### src/rtl/conv2d_layer_controller_pkg.sv
// Shared types and helpers for the Conv2D layer controller: FSM encoding,
// geometry helpers that derive the layer constants, and the lane mask.
package conv2d_pkg;

  localparam int LANES = 4;

  typedef enum logic [2:0] {
    ST_IDLE,
    ST_RESTART,
    ST_RUN,
    ST_DRAIN,
    ST_WRITE,
    ST_DONE
  } ctrl_state_t;

  // Output feature map size along one axis (OUT_W / OUT_H).
  function automatic int out_dim(input int in_size, input int pad, input int k, input int stride);
    return (in_size + 2 * pad - k) / stride + 1;
  endfunction

  // Accumulations per output pixel (MACS = K*K*C).
  function automatic int mac_total(input int k, input int channels);
    return k * k * channels;
  endfunction

  // Kernel groups covered by the MAC lanes (GROUPS = ceil(KERNELS/LANES)).
  function automatic int group_total(input int kernels);
    return (kernels + LANES - 1) / LANES;
  endfunction

  // Thermometer write mask for the kernels still remaining in this group.
  function automatic logic [3:0] lane_mask(input int remaining);
    if (remaining >= 4)
      return 4'b1111;
    else if (remaining == 3)
      return 4'b0111;
    else if (remaining == 2)
      return 4'b0011;
    else if (remaining == 1)
      return 4'b0001;
    else
      return 4'b0000;
  endfunction

endpackage

### src/rtl/conv2d_layer_controller_delay.sv
// N-cycle, W-bit strobe shift register used to re-time generator strobes
// to the buffer read latency. Holds its contents while i_shift is low.
module strobe_delay_line #(
  parameter int N = 1,
  parameter int W = 1
) (
  input  logic         clk,
  input  logic         rst_n,
  input  logic         i_shift,
  input  logic [W-1:0] i_d,
  output logic [W-1:0] o_q
);

  logic [W-1:0] r_stage [N];

  always_ff @(posedge clk or negedge rst_n) begin
    if (!rst_n) begin
      for (int i = 0; i < N; i++) r_stage[i] <= '0;
    end else if (i_shift) begin
      r_stage[0] <= i_d;
      for (int i = 1; i < N; i++) r_stage[i] <= r_stage[i-1];
    end
  end

  assign o_q = r_stage[N-1];

endmodule

### src/rtl/conv2d_layer_controller.sv
// Sequences one Conv2D layer: host handshake, address generator enable/stall,
// MAC-side strobe re-timing, pixel/group counting and lane write strobes.
module conv2d_layer_controller
  import conv2d_pkg::*;
#(
  parameter int KERNEL_SIZE  = 3,
  parameter int KERNELS      = 4,
  parameter int STRIDE       = 1,
  parameter int PADDING      = 0,
  parameter int INPUT_WIDTH  = 5,
  parameter int INPUT_HEIGHT = 5,
  parameter int CHANNELS     = 3,
  parameter int READ_LATENCY = 1,
  localparam int LYR_PIXELS  = out_dim(INPUT_WIDTH, PADDING, KERNEL_SIZE, STRIDE)
                             * out_dim(INPUT_HEIGHT, PADDING, KERNEL_SIZE, STRIDE),
  localparam int LYR_GROUPS  = group_total(KERNELS),
  localparam int PIX_W       = $clog2(LYR_PIXELS + 1),
  localparam int GRP_W       = $clog2(LYR_GROUPS + 1)
) (
  input  logic             clk,
  input  logic             rst_n,
  input  logic             start,
  output logic             busy,
  output logic             done,
  output logic             agu_restart,
  output logic             agu_enable,
  input  logic             agu_clear,
  input  logic             agu_addr_phase,
  input  logic             agu_valid,
  output logic             mac_clear,
  output logic             mac_en,
  output logic [3:0]       out_write,
  output logic [PIX_W-1:0] pixel_count,
  output logic [GRP_W-1:0] group_index,
  output logic             err_mac_count
);

  localparam int LYR_MACS = mac_total(KERNEL_SIZE, CHANNELS);
  localparam int MAC_W    = $clog2(LYR_MACS + 1);
  localparam int DRN_W    = $clog2(READ_LATENCY + 1);

  ctrl_state_t      r_state;
  ctrl_state_t      w_state_next;
  logic [MAC_W-1:0] r_mac_cnt;
  logic [MAC_W-1:0] w_mac_cnt_next;
  logic [DRN_W-1:0] r_drain_cnt;
  logic [PIX_W-1:0] r_pix;
  logic [GRP_W-1:0] r_grp;
  logic             r_err;
  logic             w_mac_mismatch;
  logic             w_last_pixel;
  logic             w_last_group;
  logic             w_drain_last;
  logic             w_pipe_shift;

  // Count as it will stand after this cycle's strobes; clear wins first so
  // a clear coinciding with an address phase loads 1.
  always_comb begin
    w_mac_cnt_next = r_mac_cnt;
    if (agu_clear)
      w_mac_cnt_next = '0;
    if (agu_addr_phase && (w_mac_cnt_next != {MAC_W{1'b1}}))
      w_mac_cnt_next = w_mac_cnt_next + 1'b1;
  end

  assign w_mac_mismatch = (w_mac_cnt_next != MAC_W'(LYR_MACS));
  assign w_last_pixel   = (r_pix == PIX_W'(LYR_PIXELS - 1));
  assign w_last_group   = (r_grp == GRP_W'(LYR_GROUPS - 1));
  assign w_drain_last   = (r_drain_cnt == DRN_W'(READ_LATENCY - 1));

  always_ff @(posedge clk or negedge rst_n) begin
    if (!rst_n)
      r_state <= ST_IDLE;
    else
      r_state <= w_state_next;
  end

  always_comb begin
    w_state_next = r_state;
    busy         = 1'b0;
    done         = 1'b0;
    agu_restart  = 1'b0;
    agu_enable   = 1'b0;
    out_write    = 4'b0000;
    case (r_state)
      ST_IDLE: begin
        if (start)
          w_state_next = ST_RESTART;
      end
      ST_RESTART: begin
        busy         = 1'b1;
        agu_restart  = 1'b1;
        w_state_next = ST_RUN;
      end
      ST_RUN: begin
        busy       = 1'b1;
        agu_enable = 1'b1;
        if (agu_valid)
          w_state_next = ST_DRAIN;
      end
      ST_DRAIN: begin
        busy = 1'b1;
        if (w_drain_last)
          w_state_next = ST_WRITE;
      end
      ST_WRITE: begin
        busy      = 1'b1;
        out_write = lane_mask(KERNELS - LANES * int'(r_grp));
        if (w_last_pixel && w_last_group)
          w_state_next = ST_DONE;
        else
          w_state_next = ST_RUN;
      end
      ST_DONE: begin
        done         = 1'b1;
        w_state_next = ST_IDLE;
      end
      default: w_state_next = ST_IDLE;
    endcase
  end

  always_ff @(posedge clk or negedge rst_n) begin
    if (!rst_n) begin
      r_mac_cnt   <= '0;
      r_drain_cnt <= '0;
      r_pix       <= '0;
      r_grp       <= '0;
      r_err       <= 1'b0;
    end else begin
      case (r_state)
        ST_IDLE: begin
          if (start) begin
            r_mac_cnt <= '0;
            r_pix     <= '0;
            r_grp     <= '0;
            r_err     <= 1'b0;
          end
        end
        ST_RUN: begin
          r_mac_cnt   <= w_mac_cnt_next;
          r_drain_cnt <= '0;
          if (agu_valid && w_mac_mismatch)
            r_err <= 1'b1;
        end
        ST_DRAIN: r_drain_cnt <= r_drain_cnt + 1'b1;
        ST_WRITE: begin
          if (w_last_pixel) begin
            r_pix <= '0;
            r_grp <= r_grp + 1'b1;
          end else begin
            r_pix <= r_pix + 1'b1;
          end
        end
        default: ;
      endcase
    end
  end

  // Pipes freeze only in IDLE so a window tail drains while the generator stalls.
  assign w_pipe_shift = (r_state != ST_IDLE);

  strobe_delay_line #(
    .N(READ_LATENCY),
    .W(1)
  ) u_clear_pipe (
    .clk    (clk),
    .rst_n  (rst_n),
    .i_shift(w_pipe_shift),
    .i_d    (agu_clear),
    .o_q    (mac_clear)
  );

  strobe_delay_line #(
    .N(READ_LATENCY),
    .W(1)
  ) u_en_pipe (
    .clk    (clk),
    .rst_n  (rst_n),
    .i_shift(w_pipe_shift),
    .i_d    (agu_addr_phase),
    .o_q    (mac_en)
  );

  assign pixel_count   = r_pix;
  assign group_index   = r_grp;
  assign err_mac_count = r_err;

endmodule

### config.mk
export PLATFORM = sky130hd
export DESIGN_NAME = conv2d_layer_controller
export DESIGN_NICKNAME = d
export VERILOG_FILES = /design/src/rtl/conv2d_layer_controller_pkg.sv /design/src/rtl/conv2d_layer_controller_delay.sv /design/src/rtl/conv2d_layer_controller.sv
export SDC_FILE = /design/constraint.sdc
export NUM_CORES = 1
export LEC_CHECK = 0
export CORE_ASPECT_RATIO = 1.1
export CORE_MARGIN = 5
export CORE_UTILIZATION = 38
export CTS_CLUSTER_DIAMETER = 100
export DETAILED_ROUTE_END_ITERATION = 7
export PLACE_DENSITY = 0.72
export SYNTH_ARGS = -nofsm -noshare
export SYNTH_HDL_FRONTEND = slang
export SYNTH_SLANG_ARGS = --single-unit
export TNS_END_PERCENT = 10
### constraint.sdc
create_clock -name clk -period 5.8 [get_ports clk]
set_input_delay 1.16 -clock clk [delete_from_list [all_inputs] [get_ports clk]]
set_output_delay 1.16 -clock clk [all_outputs]
set_load 0.05 [all_outputs]
After elaboration in Yosys (flattened, before gate mapping)
Index checks and enable logic that the tools add are counted.
Word-level totals
  flip-flop bits (word level): 17
  bits of input ports: 6
  output and inout port bits: 16
  logic and storage cells: 72
Cells by class
  add/sub/neg operators: 5
  order comparisons: 1
  eq/ne operators: 16
  multiplexer cells: 27
  bitwise gates (word level): 1
  reduce and logical (&&, ||, !) cells: 14
Operators by type and width (count)
  $mux 4: 4
  $mux 3: 5
  $mux 5: 3
  $pmux 3 s5: 1
  $ne 2x2->1 const B: 5
  $ne 5x5->1 const B: 2
  $pmux 5 s2: 1
  $reduce_and 3->1: 3
  $eq 4x3->1 const B: 2
  $mux 1: 8
  $pmux 4 s2: 1
  $eq 3x2->1 const B: 2
  $eq 3x3->1 const B: 2
  $pmux 1 s2: 3
  $reduce_bool 2->1: 3
  $add 5x1->5 const B: 1
  $add 4x1->4 const B: 1
  $eq 4x2->1 const B: 1
  $eq 4x4->1 const B: 1
  $ge 4x4->1 const B: 1
  $reduce_and 2->1: 2
  $reduce_or 4->1: 1
  $sub 3x3->4 const A: 1
  $eq 3x1->1 const B: 1
  6 further kinds: 9

Logic depth before layout (Yosys ltp)
  word-level depth: 8
  mapped depth: 9
  gate-level depth less buffers: 8

Cells and area by module
From an unflattened synthesis, not the netlist that was laid out.
Second synthesis, totals
  cells, all modules: 112
  area, all modules: 1062.3 sq um
Modules (own cells, without submodules)
  conv2d_layer_controller: times used 1, cells each 108, area each 982.2 sq um, sequential area each 375.4 sq um
  strobe_delay_line: times used 2, cells each 2, area each 40.0 sq um, sequential area each 25.0 sq um

Worst setup path before layout
Ideal clock, no wire load.
  path type: register to output
  from: register r_state[2]
  to: output out_write[1]
  arrival time: 1902 ps
  required time: 4640 ps
  slack: 2738 ps
  stages on the path, launching flop included: 6
  path buffers: 3
  cells stage by stage: dfrtp_1 > buf_6 > clkbuf_1 > nand2_1 > nor2_1 > buf_4
On the way
  word-level cells in the longest chain between the ends: 2
Ends and longest elaborated chain
  from (decl): RTL line conv2d_layer_controller.sv:42  | ctrl_state_t r_state;
  from (signal assigned): RTL line conv2d_layer_controller.sv:75  | r_state <= w_state_next;
  $eq 3x3->1: RTL line conv2d_layer_controller.sv:85  | case (r_state)
  $mux 4: RTL line conv2d_layer_controller.sv:85
  to (decl): RTL line conv2d_layer_controller.sv:32  | output logic [3:0] out_write,
No other way between the ends.

Final worst setup path
  from: register r_state[0]
  to: output out_write[0]
The elaborated chain is that of the path after synthesis.

==> flow_summary.toml <==
[run_status]
status = "finished clean"

[sta]
fmax_mhz = 288.0
slew_violations = 0
fin_ws_ns = 2.327
tns_ns = 0
hold_viol_final = 0
post-route-min-period_ns = 3.473
setup_viol = 0
skew_ns = 0.002750
tightest_slew_ns = 0.7629
grt_setup_unrepaired = "no"
max_slew_margin = 0.4898
fin_crit_sh = 0.5987

[logic_synthesis]
synth.top_cell.area_share = 0.4198
synth_nets = 120
syn_inst = 110
synthTopCellsByArea = "dfrtp_1 42%, o21ai_0 5.4%, ha_1 4.9%"
synth_cell_type_count = 35
synth-seq-cells = 17
syn_area_um2 = 1013
yosys-top-cells-count = "17 x dfrtp_1, 12 x nand2_1, 11 x o21ai_0"
async_reset_ff_frac = 1.000
yosysWarnings = 0
ys.flop_type = "dfrtp_1"
yosysTopAreaCell = "dfrtp_1"
avgSynthCellArea_um2 = 9.213
synth_most_common_cell = "dfrtp_1"
ys_seq_area_frac = 0.4198
synth_edf_count = 0

[routing]
antenna_left = 0
drt-wirelength-per-cell_um = 14.37
drt_wl_total_um = 2271
vias_per_cell = 5.576
num_vias = 881
drt-pass1-iter-count = 4
drc = 0
drt_iter0_drc = 20

[hold_path]
whs_path_depth = 1
min_from = "r_mac_cnt[4]$_DFFE_PN0P_"
hold_end = "r_mac_cnt[4]$_DFFE_PN0P_"
min_path_type = "flip-flop to flip-flop"

[floorplan]
row_count = 19
die_h_um = 64.17
die_area_um2 = 3801
boundaryPins = 22
start_util = 0.4022
core-area_um2 = 2520
die-width_um = 59.24

[grt]
grt_pass1_vias = 923
grt_use_total = 0.1324
grt_pass1_wl_um = 3926
overflow = 0
grt_max_degree = 19
grt_antenna_before_repair = 0

[finish]
nets = 138
drive_gt1_frac = 0.06299
fin_util = 0.4906
synthToLayoutAreaGrowth_pct = 21.98
diodes = 0
n_fill_cell = 267

[setup_path]
critPathKind = "flip-flop to primary output"
cp-end-kind = "primary output"
worstPathArrival_ns = 2.31
critPathLaunchType = "flip-flop"
rr_endpoint = "err_mac_count$_DFFE_PN0P_"
path_delay_family = "buffers and inverters"
crit_fanout = 12
crit_buf_inv = 1
path_cells = "nor2_2 > nand2_1 > nor2_1 > clkdlybuf4s50_1"
slowest_stage = "clkdlybuf4s50_1"
slowest_delay_ns = 0.86
cp.required_ns = 4.64
rr_worst_depth = 8
rrSetupSlack_ns = 3.61
worstReg2RegStart = "r_mac_cnt[0]$_DFFE_PN0P_"

[placement]
place_hpwl_um = 1713
preCtsSetupSlack_ns = 2.328
port-buffer-count = 21
place_congestion = 0.9290

[clock_network]
cts_resized = 0
cts_setup_buffers = 0
cts_tree = "yes"
cts_sinks = 17
clkLatencyLatePin_ns = 0.28
cts_max_path_buffers = 2
cts-root-buf = "clkbuf_4"
path_clk_slew_ns = 0.09
cts_max_level = 1
numCtsBuffers = 3
holdBufCountCts = 0

[power_and_ir_drop]
switching_power_mw = 0.3224
p_seq_frac = 0.331
netSwitchingFraction = 0.5099
comb_power_share = 0.573
peakVddDrop_uv = 305.0
clkPwrFrac = 0.097
p_int_mw = 0.3099
cellPowerDensity_nw_per_um2 = 511.5
p_leak_nw = 0.5350

[run]
max_cap_violations = 0
-- power by group through the flow --
stage	registers, mW	clock network (mW)	logic [mW]
6_report	0.209	0.0610	0.362
5_1_grt	0.218	0.0707	0.388
4_1_cts	0.209	0.0647	0.366
3_5_place_dp	0.211	0	0.364
3_3_place_gp	0.210	0	0.359
2_1_floorplan	0.232	0	0.244
-- metal layers --
metal / track usage / up-vias / share of wire
met2: 0.2104 / 27 / 0.46
met4: 0.05382 / 0 / 0.0040
met3: 0.05231 / 2 / 0.083
met1: 0.1566 / 427 / 0.45
li1: - / 425 / -
met5: 0 / - / 0
-- registers in the layout (all words and copies together) (netlist names) --
signal            count
group_index           1
r_state               3
err_mac_count         1
u_clear_pipe.o_q      1
pixel_count           4
u_en_pipe.o_q         1
r_mac_cnt             5
r_drain_cnt           1
-- per-stage QoR --
step	hold WS [ns]	instance area [µm²]	std cells	power, mW
final	0.4980	1236	158	0.6323
after global routing	0.5444	1236	158	0.6766
after global placement	0.4939	1210	154	0.5692
after detailed placement	0.4851	1210	154	0.5752
after floorplan	0.4582	1013	110	0.4752
after CTS	0.5069	1236	158	0.6396
-- worst max path at each step --
| stage | start | end | cells past startpoint |
|---|---|---|---|
| 2_1_floorplan | r_state[2]$_DFFE_PN0P_ | out_write[1] | 5 |
| 3_3_place_gp | agu_clear | err_mac_count$_DFFE_PN0P_ | 9 |
| 3_5_place_dp | agu_clear | err_mac_count$_DFFE_PN0P_ | 9 |
| 4_1_cts | r_state[0]$_DFFE_PN0P_ | out_write[2] | 4 |
| 5_1_grt | r_state[0]$_DFFE_PN0P_ | out_write[2] | 4 |
| 6_report | r_state[0]$_DFFE_PN0P_ | out_write[0] | 4 |
-- cells in the final DEF, fill, tap and decap left out, types with 3 or more instances in the layout --
cell type         n
nor2_1            6
clkdlybuf4s50_1  21
a21o_1            3
nor2b_1           5
inv_1             4
nor3b_1           3
nand2_1          12
dfrtp_1          17
ha_1              4
o21ai_0          11
and3_1            3
a21oi_1           3
clkbuf_4          3
nand3_1           6
-- area by class of cell --
type                            count  area (µm²)  share of cell area
Tap cell                           31       38.79             0.03138
Inverter                            4       15.01             0.01215
Multi-Input combinational cell     81       520.5              0.4211
Timing Repair Buffer               21       210.2              0.1700
Clock buffer                        4       26.28             0.02125
Sequential cell                    17       425.4              0.3441
-- cell families after synthesis --
logic type	Yosys count	share of synthesized area
buf+inv	12	0.06666
xor+xnor	2	0.01729
simple gates	43	0.2259
compound gates	29	0.1889
flops	17	0.4198
fa+ha+maj	4	0.04938
mux	3	0.03210
(Power assumes the default switching activity.)
